[src/rtl/mem_pkg.sv]
// Shared types for the memory target: request opcode, default geometry,
// and the read-response bundle carried through the response FIFO.
package mem_pkg;

  typedef enum logic {
    MEM_RD = 1'b0,
    MEM_WR = 1'b1
  } mem_op_e;

  localparam int MEM_WIDTH = 16;
  localparam int MEM_DEPTH = 64;

  typedef struct packed {
    logic [MEM_WIDTH-1:0] data;
    logic                 err;
  } mem_resp_t;

endpackage

[src/rtl/mem_resp_fifo.sv]
// Response FIFO with a registered head (entry 0 is always the head).
// Ports: push/din in, pop in, head out, full/empty flags; sync active-low res.
module mem_resp_fifo #(
  parameter int W = 17,
  parameter int D = 4
) (
  input  logic         clk,
  input  logic         res,
  input  logic         push,
  input  logic [W-1:0] din,
  input  logic         pop,
  output logic [W-1:0] head,
  output logic         full,
  output logic         empty
);

  localparam int CW = $clog2(D + 1);
  localparam int IW = (D > 1) ? $clog2(D) : 1;

  logic [W-1:0]  q [D];
  logic [CW-1:0] cnt;
  logic          do_push;
  logic          do_pop;
  logic [IW-1:0] wix;

  assign empty   = (cnt == '0);
  assign full    = (cnt == CW'(D));
  assign do_pop  = pop && !empty;
  assign do_push = push && (!full || do_pop);
  assign head    = q[0];

  // On a simultaneous pop the tail slot moves down by one.
  assign wix = IW'(cnt - CW'(do_pop));

  always_ff @(posedge clk) begin
    if (!res) begin
      cnt <= '0;
      for (int i = 0; i < D; i++)
        q[i] <= '0;
    end else begin
      if (do_pop)
        for (int i = 0; i < D - 1; i++)
          q[i] <= q[i+1];
      if (do_push)
        q[wix] <= din;
      cnt <= cnt + CW'(do_push) - CW'(do_pop);
    end
  end

endmodule

[src/rtl/mem_slave_pipe.sv]
// Memory target: byte-strobed writes, fixed-latency reads into a response FIFO.
// Ports: valid/ready/wr_rd/addr/wdata/wstrb request, rdata/rerr/rvalid/rready resp.
module mem_slave_pipe
  import mem_pkg::*;
#(
  parameter int WIDTH      = MEM_WIDTH,
  parameter int DEPTH      = MEM_DEPTH,
  parameter int ADDR_WIDTH = $clog2(DEPTH),
  parameter int RD_LATENCY = 2,
  parameter int RESP_DEPTH = 4
) (
  input  logic                  clk,
  input  logic                  res,
  input  logic                  valid,
  output logic                  ready,
  input  logic                  wr_rd,
  input  logic [ADDR_WIDTH-1:0] addr,
  input  logic [WIDTH-1:0]      wdata,
  input  logic [WIDTH/8-1:0]    wstrb,
  output logic [WIDTH-1:0]      rdata,
  output logic                  rvalid,
  output logic                  rerr,
  input  logic                  rready
);

  localparam int NB = WIDTH / 8;
  localparam int OW = $clog2(RESP_DEPTH + 1);
  localparam logic [ADDR_WIDTH:0] DEPTH_W = DEPTH[ADDR_WIDTH:0];

  typedef struct packed {
    logic [WIDTH-1:0] data;
    logic             err;
  } resp_t;

  logic [WIDTH-1:0] mem [DEPTH];
  logic [OW-1:0]    outstanding;
  logic             en;
  logic             in_rng;
  logic             acc;
  logic             acc_wr;
  logic             acc_rd;
  logic             pop;
  logic             push;
  logic             f_full;
  logic             f_empty;
  resp_t            cap;
  resp_t            push_d;
  resp_t            head;

  assign in_rng = ({1'b0, addr} < DEPTH_W);

  // en holds ready low for the first cycle after reset.
  assign ready  = en && (outstanding < OW'(RESP_DEPTH));
  assign acc    = res && valid && ready;
  assign acc_wr = acc && (mem_op_e'(wr_rd) == MEM_WR);
  assign acc_rd = acc && (mem_op_e'(wr_rd) == MEM_RD);

  assign rvalid = !f_empty;
  assign pop    = rvalid && rready;
  assign rdata  = head.data;
  assign rerr   = head.err;

  assign cap.data = in_rng ? mem[addr] : '0;
  assign cap.err  = !in_rng;

  always_ff @(posedge clk) begin
    if (acc_wr && in_rng)
      for (int b = 0; b < NB; b++)
        if (wstrb[b])
          mem[addr][b*8 +: 8] <= wdata[b*8 +: 8];
  end

  always_ff @(posedge clk) begin
    if (!res) begin
      en          <= 1'b0;
      outstanding <= '0;
    end else begin
      en          <= 1'b1;
      outstanding <= outstanding + OW'(acc_rd) - OW'(pop);
    end
  end

  // The FIFO register supplies the last latency cycle,
  // so the shift pipe is RD_LATENCY-1 deep.
  generate
    if (RD_LATENCY == 1) begin : g_direct
      assign push   = acc_rd;
      assign push_d = cap;
    end else begin : g_pipe
      logic [RD_LATENCY-2:0] pv;
      resp_t                 pd [RD_LATENCY-1];

      always_ff @(posedge clk) begin
        if (!res) begin
          pv <= '0;
        end else begin
          pv[0] <= acc_rd;
          for (int i = 1; i < RD_LATENCY - 1; i++)
            pv[i] <= pv[i-1];
        end
      end

      always_ff @(posedge clk) begin
        pd[0] <= cap;
        for (int i = 1; i < RD_LATENCY - 1; i++)
          pd[i] <= pd[i-1];
      end

      assign push   = pv[RD_LATENCY-2];
      assign push_d = pd[RD_LATENCY-2];
    end
  endgenerate

  mem_resp_fifo #(
    .W ($bits(resp_t)),
    .D (RESP_DEPTH)
  ) u_fifo (
    .clk   (clk),
    .res   (res),
    .push  (push),
    .din   (push_d),
    .pop   (pop),
    .head  (head),
    .full  (f_full),
    .empty (f_empty)
  );

  // Credits guarantee room; a push into a full FIFO is a design bug.
  always_ff @(posedge clk) begin
    if (res)
      assert (!(push && f_full && !pop));
  end

endmodule

[config.mk]
export PLATFORM = sky130hd
export DESIGN_NAME = mem_slave_pipe
export DESIGN_NICKNAME = d
export VERILOG_FILES = /design/src/rtl/mem_pkg.sv /design/src/rtl/mem_resp_fifo.sv /design/src/rtl/mem_slave_pipe.sv
export SDC_FILE = /design/constraint.sdc
export NUM_CORES = 1
export LEC_CHECK = 0
export CAP_MARGIN = 40
export CORE_ASPECT_RATIO = 0.9
export CORE_MARGIN = 2
export CORE_UTILIZATION = 40
export CTS_BUF_LIST = sky130_fd_sc_hd__clkbuf_8
export CTS_CLUSTER_SIZE = 16
export DETAILED_ROUTE_END_ITERATION = 12
export DONT_BUFFER_PORTS = 1
export MAX_ROUTING_LAYER = met4
export SETUP_SLACK_MARGIN = 0.3
export SLEW_MARGIN = 20
export SYNTH_ARGS = -nofsm -noshare
export SYNTH_HDL_FRONTEND = slang
export SYNTH_SLANG_ARGS = --single-unit
[constraint.sdc]
create_clock -name clk -period 4.2 [get_ports clk]
set_input_delay 0.42 -clock clk [delete_from_list [all_inputs] [get_ports clk]]
set_output_delay 0.42 -clock clk [all_outputs]
set_load 0.03 [all_outputs]
==> results of run 1 <==
-- metrics by stage --
stage          instances  cell area (µm²)  setup slack [ns]  util [%]
2_1_floorplan       2560            42950             1.032         -
3_3_place_gp        3871            44770            0.9291     41.85
3_5_place_dp        3879            44860            0.8726     41.94
4_1_cts             4225            48810            0.8381     45.62
5_1_grt             4244            48950            0.6022     45.76
6_report            4244            48950            0.8106     45.76
-- cells in the final DEF, fill, tap and decap left out, types with 13 or more instances in the layout --
| cell | n |
|---|---|
| edfxtp_1 | 1088 |
| nor3_1 | 23 |
| o221ai_1 | 29 |
| clkinv_1 | 38 |
| nand4_1 | 13 |
| inv_1 | 55 |
| o21ai_0 | 80 |
| a221oi_1 | 192 |
| dfxtp_1 | 24 |
| clkbuf_8 | 181 |
| nor2_1 | 206 |
| mux2i_1 | 57 |
| buf_4 | 122 |
| nand3_1 | 34 |
| buf_16 | 19 |
| dlygate4sd3_1 | 23 |
| mux2_2 | 40 |
| a21oi_1 | 44 |
| mux4_2 | 48 |
| a22oi_1 | 134 |
| clkinv_2 | 24 |
| nand2_1 | 137 |
| o22ai_1 | 39 |
| and3_1 | 22 |
-- what timing repair did --
action / CTS / global route
endpoints found under the setup margin: 0 / 0
hold buffers: 39 / 0
hold endpoints to repair: 1055 / 0
-- flip-flops by register name (all words and copies together), names as in the netlist --
signal,cells
u_fifo.q,64
outstanding,3
mem,1024
en,1
u_fifo.cnt,3
g_pipe.pd,16
g_pipe.pv,1
-- worst max-delay path, cell delays in order, from the launching register on --
cell     delay (ns)
dfxtp_1        0.32
nor2b_1        0.12
buf_4          0.17
and3_1         0.20
and3_1         0.64
nand3_1        0.72
nor2_1         0.84
-- kinds of logic (layout without fill, tap and decap cells) --
group / count (synthesis) / after routing / share of synthesized area, %
buffers and inverters: 206 / 491 / 2.173
flip-flops: 1112 / 1112 / 77.19
AO/OA/AOI/OAI: 592 / 592 / 10.36
other: 1 / 8 / 0.008732
multiplexers: 145 / 145 / 4.895
AND/OR/NAND/NOR: 493 / 493 / 5.046
XOR/XNOR: 4 / 4 / 0.08159
adder cells (fa/ha/maj): 7 / 7 / 0.2389
-- final timing paths --
path                            depth (start not counted)  slack [ns]                        to                          from
worst max-delay path                                    6        0.81      mem[62][4]$_DFFE_PP_     outstanding[2]$_SDFF_PN0_
worst min-delay path                                    4        0.06   g_pipe.pd[0][4]$_DFF_P_                       addr[2]
worst max register to register                          6        0.81      mem[62][4]$_DFFE_PP_     outstanding[2]$_SDFF_PN0_
worst min register to register                          2        0.53  u_fifo.q[2][3]$_DFFE_PP_  u_fifo.q[3][3]$_SDFFCE_PN0P_
-- power breakdown --
group	leakage, µW	switching, µW	total (µW)	internal [µW]
combinational	0.00375	970	1440	470
clock	0.00185	4200	8690	4490
sequential	0.0101	172	12500	12400
total	0.0157	5340	22700	17300
-- cell type report --
| type | instances | area, µm² | share of cell area [%] |
|---|---|---|---|
| Antenna cell | 7 | 17.52 | 0.03578 |
| Clock buffer | 181 | 2491 | 5.089 |
| Clock inverter | 126 | 780.7 | 1.595 |
| Inverter | 13 | 48.80 | 0.09968 |
| Multi-Input combinational cell | 1242 | 8940 | 18.26 |
| Sequential cell | 1112 | 33150 | 67.72 |
| Tap cell | 1392 | 1742 | 3.558 |
| Timing Repair Buffer | 171 | 1780 | 3.637 |
-- layer usage --
metal,vias to the layer above,part of all wire (%),global-route usage [%]
met5,-,0,-
met4,0,2.4,6.652
met3,216,12,6.260
met2,1674,45,32.44
met1,13020,41,31.33
li1,10790,-,-
==> metrics.md, run 1 <==
| Metric | Value |
|---|---|
| Max Slew Vio Count | `0` |
| Resized Gates After CTS | `0` |
| Mapped Nets | `2596` |
| Crit path kind | `reg2reg` |
| Synth-to-Final Area Change | `13.98%` |
| Mapped Area | `42950 µm²` |
| Gr ovfl total | `0` |
| Cell Rows | `114` |
| RSZ-0062 raised after global routing | `false` |
| Synthesized flop and latch total | `1112` |
| Total power | `22680 µW` |
| Die Y | `314.9 µm` |
| Drt drc | `0` |
| Total Die Area | `110000 µm²` |
| CP Data Arrival Time | `3.87 ns` |
| Sequential area share after synthesis | `77.19%` |
| Final Hold Fails | `0` |
| Initial core utilization | `40.15%` |
| 1st-pass router iterations | `6` |
| Max Root-Sink Buffers | `3` |
| Worst Path Required | `4.68 ns` |
| Fin crit period | `3.389 ns` |
| Synth cell count leaders | `1088 x edfxtp_1, 210 x nor2_1, 192 x a221oi_1` |
| Relative slew slack | `38.31%` |
| Post-synth top area share | `76.08%` |
| Layout Skew | `0.04286 ns` |
| DR WL/cell | `28.46 µm` |
| Wire length of the first global-routing pass | `174.8 mm` |
| Critical path startpoint category | `register` |
| Vias/cell | `6.054` |
| GRT Util Overall | `22.56%` |
| Largest net degree at the start of global routing | `196` |
| Dpl hpwl | `71.93 mm` |
| CTS tree | `yes` |
| Worst Hold Class | `in2reg` |
| Boundary pin count | `48` |
| Fin nets | `2749` |
| Crit path capture type | `register` |
| Outcome | `finished clean` |
| Clk sink count | `1112` |
| Die X | `349.4 µm` |
| Synth area leader | `edfxtp_1` |
| Final WL | `120.8 mm` |
| CP Max Fanout | `8` |
| Initial drt markers | `4312` |
| Final ANT Viol Nets | `0` |
| Peak supply drop | `0.2556 mV` |
| Port bufs | `0` |
| Worst hold margin | `0.05920 ns` |
| Fillers | `9041` |
| Synth area leaders | `edfxtp_1 76%, a221oi_1 3.9%, mux4_2 2.5%, a22oi_1 2.3%, nor2_1 1.8%` |
| Async SR Flop Fraction | `0%` |
| Postcts setup bufs | `0` |
| Worst slew pin tran | `0.9157 ns` |
| Number of flops mapped to enable cells by yosys | `1088` |
| Total number of vias | `25690` |
| Number of global-route vias before repair | `24950` |
| Clk Latency, worst-skew pair | `0.86 ns` |
| Syn Area/Cell | `16.78 µm²` |
| Placer Congestion | `0.8958` |
| Pwr/cell area | `463.3 nW/µm²` |
| CTS H-tree depth | `4` |
| Fin crit share | `80.70%` |
| CTS clk-pin slew, worst paths | `0.06 ns` |
| Max-cap violations | `0` |
| P_leak | `0.01567 µW` |
| Max Clk Rate | `295.0 MHz` |
| Yosys warns | `0` |
| Initial antenna violation count | `8` |
| Layout cells sized above 1 | `16.91%` |
| Most common cell in the netlist | `edfxtp_1` |
| Root Buffer | `clkbuf_8` |
| Num CTS Buffers | `173` |
| Core region area | `107000 µm²` |
| Setup violators final | `0` |
| Post-synthesis cell type count | `60` |
| Setup_tns | `0 ns` |
| Mapped Cells | `2560` |
| Top_reg_cell synth | `edfxtp_1` |
Note: power is estimated with default switching activity, not from simulation.
==> run 2, diff against run 1 <==
clock period = 3.4 ns   (was 4.2 ns; I/O delays follow)
==> run 2 against run 1 <==
  * Sequential cell count is the same
  * First-iteration DRC count shrank 12%
  * Largest power group unchanged
  * Cell count grew 3.7%
  * Critical endpoint is now mem[17][10]$_DFFE_PP_
  * Count of clock-buffer cells in the layout grew 9
==> metrics.md, run 2 (synthesis gave the netlist of run 1 again) <==
| Metric | Value |
|---|---|
| Fin crit period | `2.799 ns (-0.5899 ns)` |
| Initial drt markers | `3779 (-12%)` |
| Worst Hold Class | `in2reg` |
| Fin crit share | `82.34% (+1.6 points)` |
| Max Clk Rate | `357.2 MHz (+21%)` |
| CTS clk-pin slew, worst paths | `0.06 ns (about the same)` |
| WP buf/inv | `0 (-1)` |
| Post-route insts no fill | `4402 (+3.7%)` |
| Fin util | `46.96% (+1.2 points)` |
| Pwr/cell area | `564.5 nW/µm² (+22%)` |
| Crit-path cells | `nor2b_1 > and3_1 > and3_1 > nand2_1 > nor2_1` |
| Outcome | `finished clean` |
| Relative slew slack | `36.96% (-1.4 points)` |
| Total power | `28360 µW (+25%)` |
| P_leak | `0.01656 µW (+5.7%)` |
| Number of global-route vias before repair | `25620 (+2.7%)` |
| Dpl cells | `4028 (+3.8%)` |
| Initial antenna violation count | `4 (-4)` |
| RSZ-0062 raised after global routing | `false` |
| Setup violators final | `0 (unchanged)` |
| Clk sink count | `1112 (unchanged)` |
| Worst Path Required | `3.89 ns (-0.79 ns)` |
| Crit path capture type | `register` |
| Cell Rows | `114 (unchanged)` |
| Max Root-Sink Buffers | `3 (unchanged)` |
| Total number of vias | `26320 (+2.4%)` |
| Largest registers | `mem: 1024 flops, u_fifo.q: 64 flops, g_pipe.pd: 16 flops` |
| Final ANT Viol Nets | `0 (unchanged)` |
| Final Hold Fails | `0 (unchanged)` |
| Boundary pin count | `48 (unchanged)` |
| WP depth | `5 (-1)` |
| 1st-pass router iterations | `6 (unchanged)` |
| Hold path cells | `5 (+1)` |
| CTS tree | `yes` |
| Final WL | `123.2 mm (+2.0%)` |
| Most frequent CP cell | `and3_1` |
| Layout cells sized above 1 | `20.69% (+3.8 points)` |
| Drt drc | `0 (unchanged)` |
| Die Y | `314.9 µm (unchanged)` |
| CTS H-tree depth | `4 (unchanged)` |
| Peak supply drop | `0.3820 mV (+49%)` |
| Layout Skew | `0.04219 ns (-0.0006721 ns)` |
| Max Slew Vio Count | `0 (unchanged)` |
| R2r worst-path depth | `5 (-1)` |
| Critical path startpoint category | `register` |
| Vias/cell | `5.978 (-1.3%)` |
| Postcts setup bufs | `0 (unchanged)` |
| Worst slew pin tran | `0.9457 ns (+0.03000 ns)` |
| CP Max Fanout | `8 (unchanged)` |
| Biggest register | `mem` |
| Gr ovfl total | `0 (unchanged)` |
| Worst hold start | `addr[1]` |
| Die X | `349.4 µm (unchanged)` |
| Dpl hpwl | `75.71 mm (+5.3%)` |
| Wire length of the first global-routing pass | `179.0 mm (+2.4%)` |
| FF-to-FF setup slack | `0.60 ns (-0.21 ns)` |
| CP max stage delay | `0.78 ns (-0.06 ns)` |
| Worst path top cell family by delay | `simple AND/OR/NAND/NOR gates` |
| Total Die Area | `110000 µm² (unchanged)` |
| Core region area | `107000 µm² (unchanged)` |
| Synth-to-Final Area Change | `16.98%` |
| Port bufs | `0 (unchanged)` |
| Max-cap violations | `0 (unchanged)` |
| Critical R2R Launch | `outstanding[2]$_SDFF_PN0_` |
| Leading cell types in the layout, fill and taps excluded | `1088 x edfxtp_1, 260 x buf_4, 206 x nor2_1` |
| Placer Congestion | `0.9278 (+3.6%)` |
| Num CTS Buffers | `175 (+1.2%)` |
| Largest net degree at the start of global routing | `183 (-6.6%)` |
| Hold EP | `g_pipe.pd[0][11]$_DFF_P_` |
| GRT Util Overall | `23.08% (+0.52 points)` |
| Max reg flops | `1024 (unchanged)` |
| Clk Latency, worst-skew pair | `0.87 ns (about the same)` |
| CP Data Arrival Time | `3.29 ns (-0.58 ns)` |
| Root Buffer | `clkbuf_8` |
| Crit path kind | `reg2reg` |
| CP max-delay cell | `nor2_1` |
| Most common cell after layout, fill and taps aside | `edfxtp_1` |
| DR WL/cell | `27.99 µm (-1.7%)` |
| Setup_tns | `0 ns (unchanged)` |
| Fin nets | `2896 (+5.3%)` |
| Reg2reg end | `mem[17][10]$_DFFE_PP_` |
| Initial core utilization | `40.15% (unchanged)` |
run 2: changes by cell type in the layout (fill, tap and decap cells not counted), moves of 2 or more:
cell | previous run | this run
clkbuf_8 | 181 | 190
inv_6 | 4 | 2
dlygate4sd3_1 | 23 | 28
inv_1 | 55 | 75
clkinv_2 | 24 | 13
buf_4 | 122 | 260
buf_12 | 4 | 7
clkinv_1 | 38 | 34
diode_2 | 7 | 4
clkinv_8 | 2 | 4
run 2: worst max-delay path by stage:
| stage | start | to | slack, ns |
|---|---|---|---|
| 2_1_floorplan | u_fifo.cnt[1]$_SDFF_PN0_ | u_fifo.q[1][10]$_DFFE_PP_ | 0.33 |
| 3_3_place_gp | addr[0] | g_pipe.pd[0][13]$_DFF_P_ | 0.51 |
| 3_5_place_dp | addr[2] | g_pipe.pd[0][13]$_DFF_P_ | 0.54 |
| 4_1_cts | u_fifo.cnt[1]$_SDFF_PN0_ | u_fifo.q[1][16]$_DFFE_PP_ | 0.53 |
| 5_1_grt | u_fifo.cnt[1]$_SDFF_PN0_ | u_fifo.q[1][15]$_DFFE_PP_ | 0.43 |
| 6_report | outstanding[2]$_SDFF_PN0_ | mem[17][10]$_DFFE_PP_ | 0.60 |
run 2: report_power, final:
part           internal [µW]  leakage (µW)  switching, µW
Sequential             15300        0.0101            241
Clock                   5710       0.00198           5290
Combinational            638       0.00451           1190
run 2: through the flow:
stage               worst slack [ns]  cell area, µm²  hold slack, ns
floorplan                     0.3290           42950          0.3677
global placement              0.5141           45900          0.3689
detailed placement            0.5426           46050          0.3688
CTS                           0.5285           50210        0.007295
global route                  0.4261           50240         0.02134
finish                        0.6006           50240         0.01832
run 2: metal layers:
layer,routed length (µm),vias up,global-route usage [%],share of wire [%]
met3,13280,200,5.375,11
met2,56310,1570,34.24,46
met1,50800,13470,31.81,41
li1,-,11080,-,-
met5,0,-,-,0
met4,2818,0,6.808,2.3
run 2: area by class of cell:
type                    instances  area [µm²]
multi-input cells            1242        8944
repair buffers                316        2922
inverters                      13       48.80
flip-flops and latches       1112       33150
clock buffers                 190        2615
diodes                          4       10.01
well taps                    1392        1742
clock inverters               133       807.0
fillers                      9033       56740
run 2: worst min-delay path, delay by kind of cell:
family	cells	cell delay, ns
AND/OR/NAND/NOR	3	0.30
AO/OA/AOI/OAI	2	0.17
run 2: what timing repair did:
action / in CTS / in global routing
endpoints found under the hold margin: 1108 / 0
endpoints found under the setup margin: 0 / 12
resized for setup: 0 / 1
hold buffers: 45 / 0
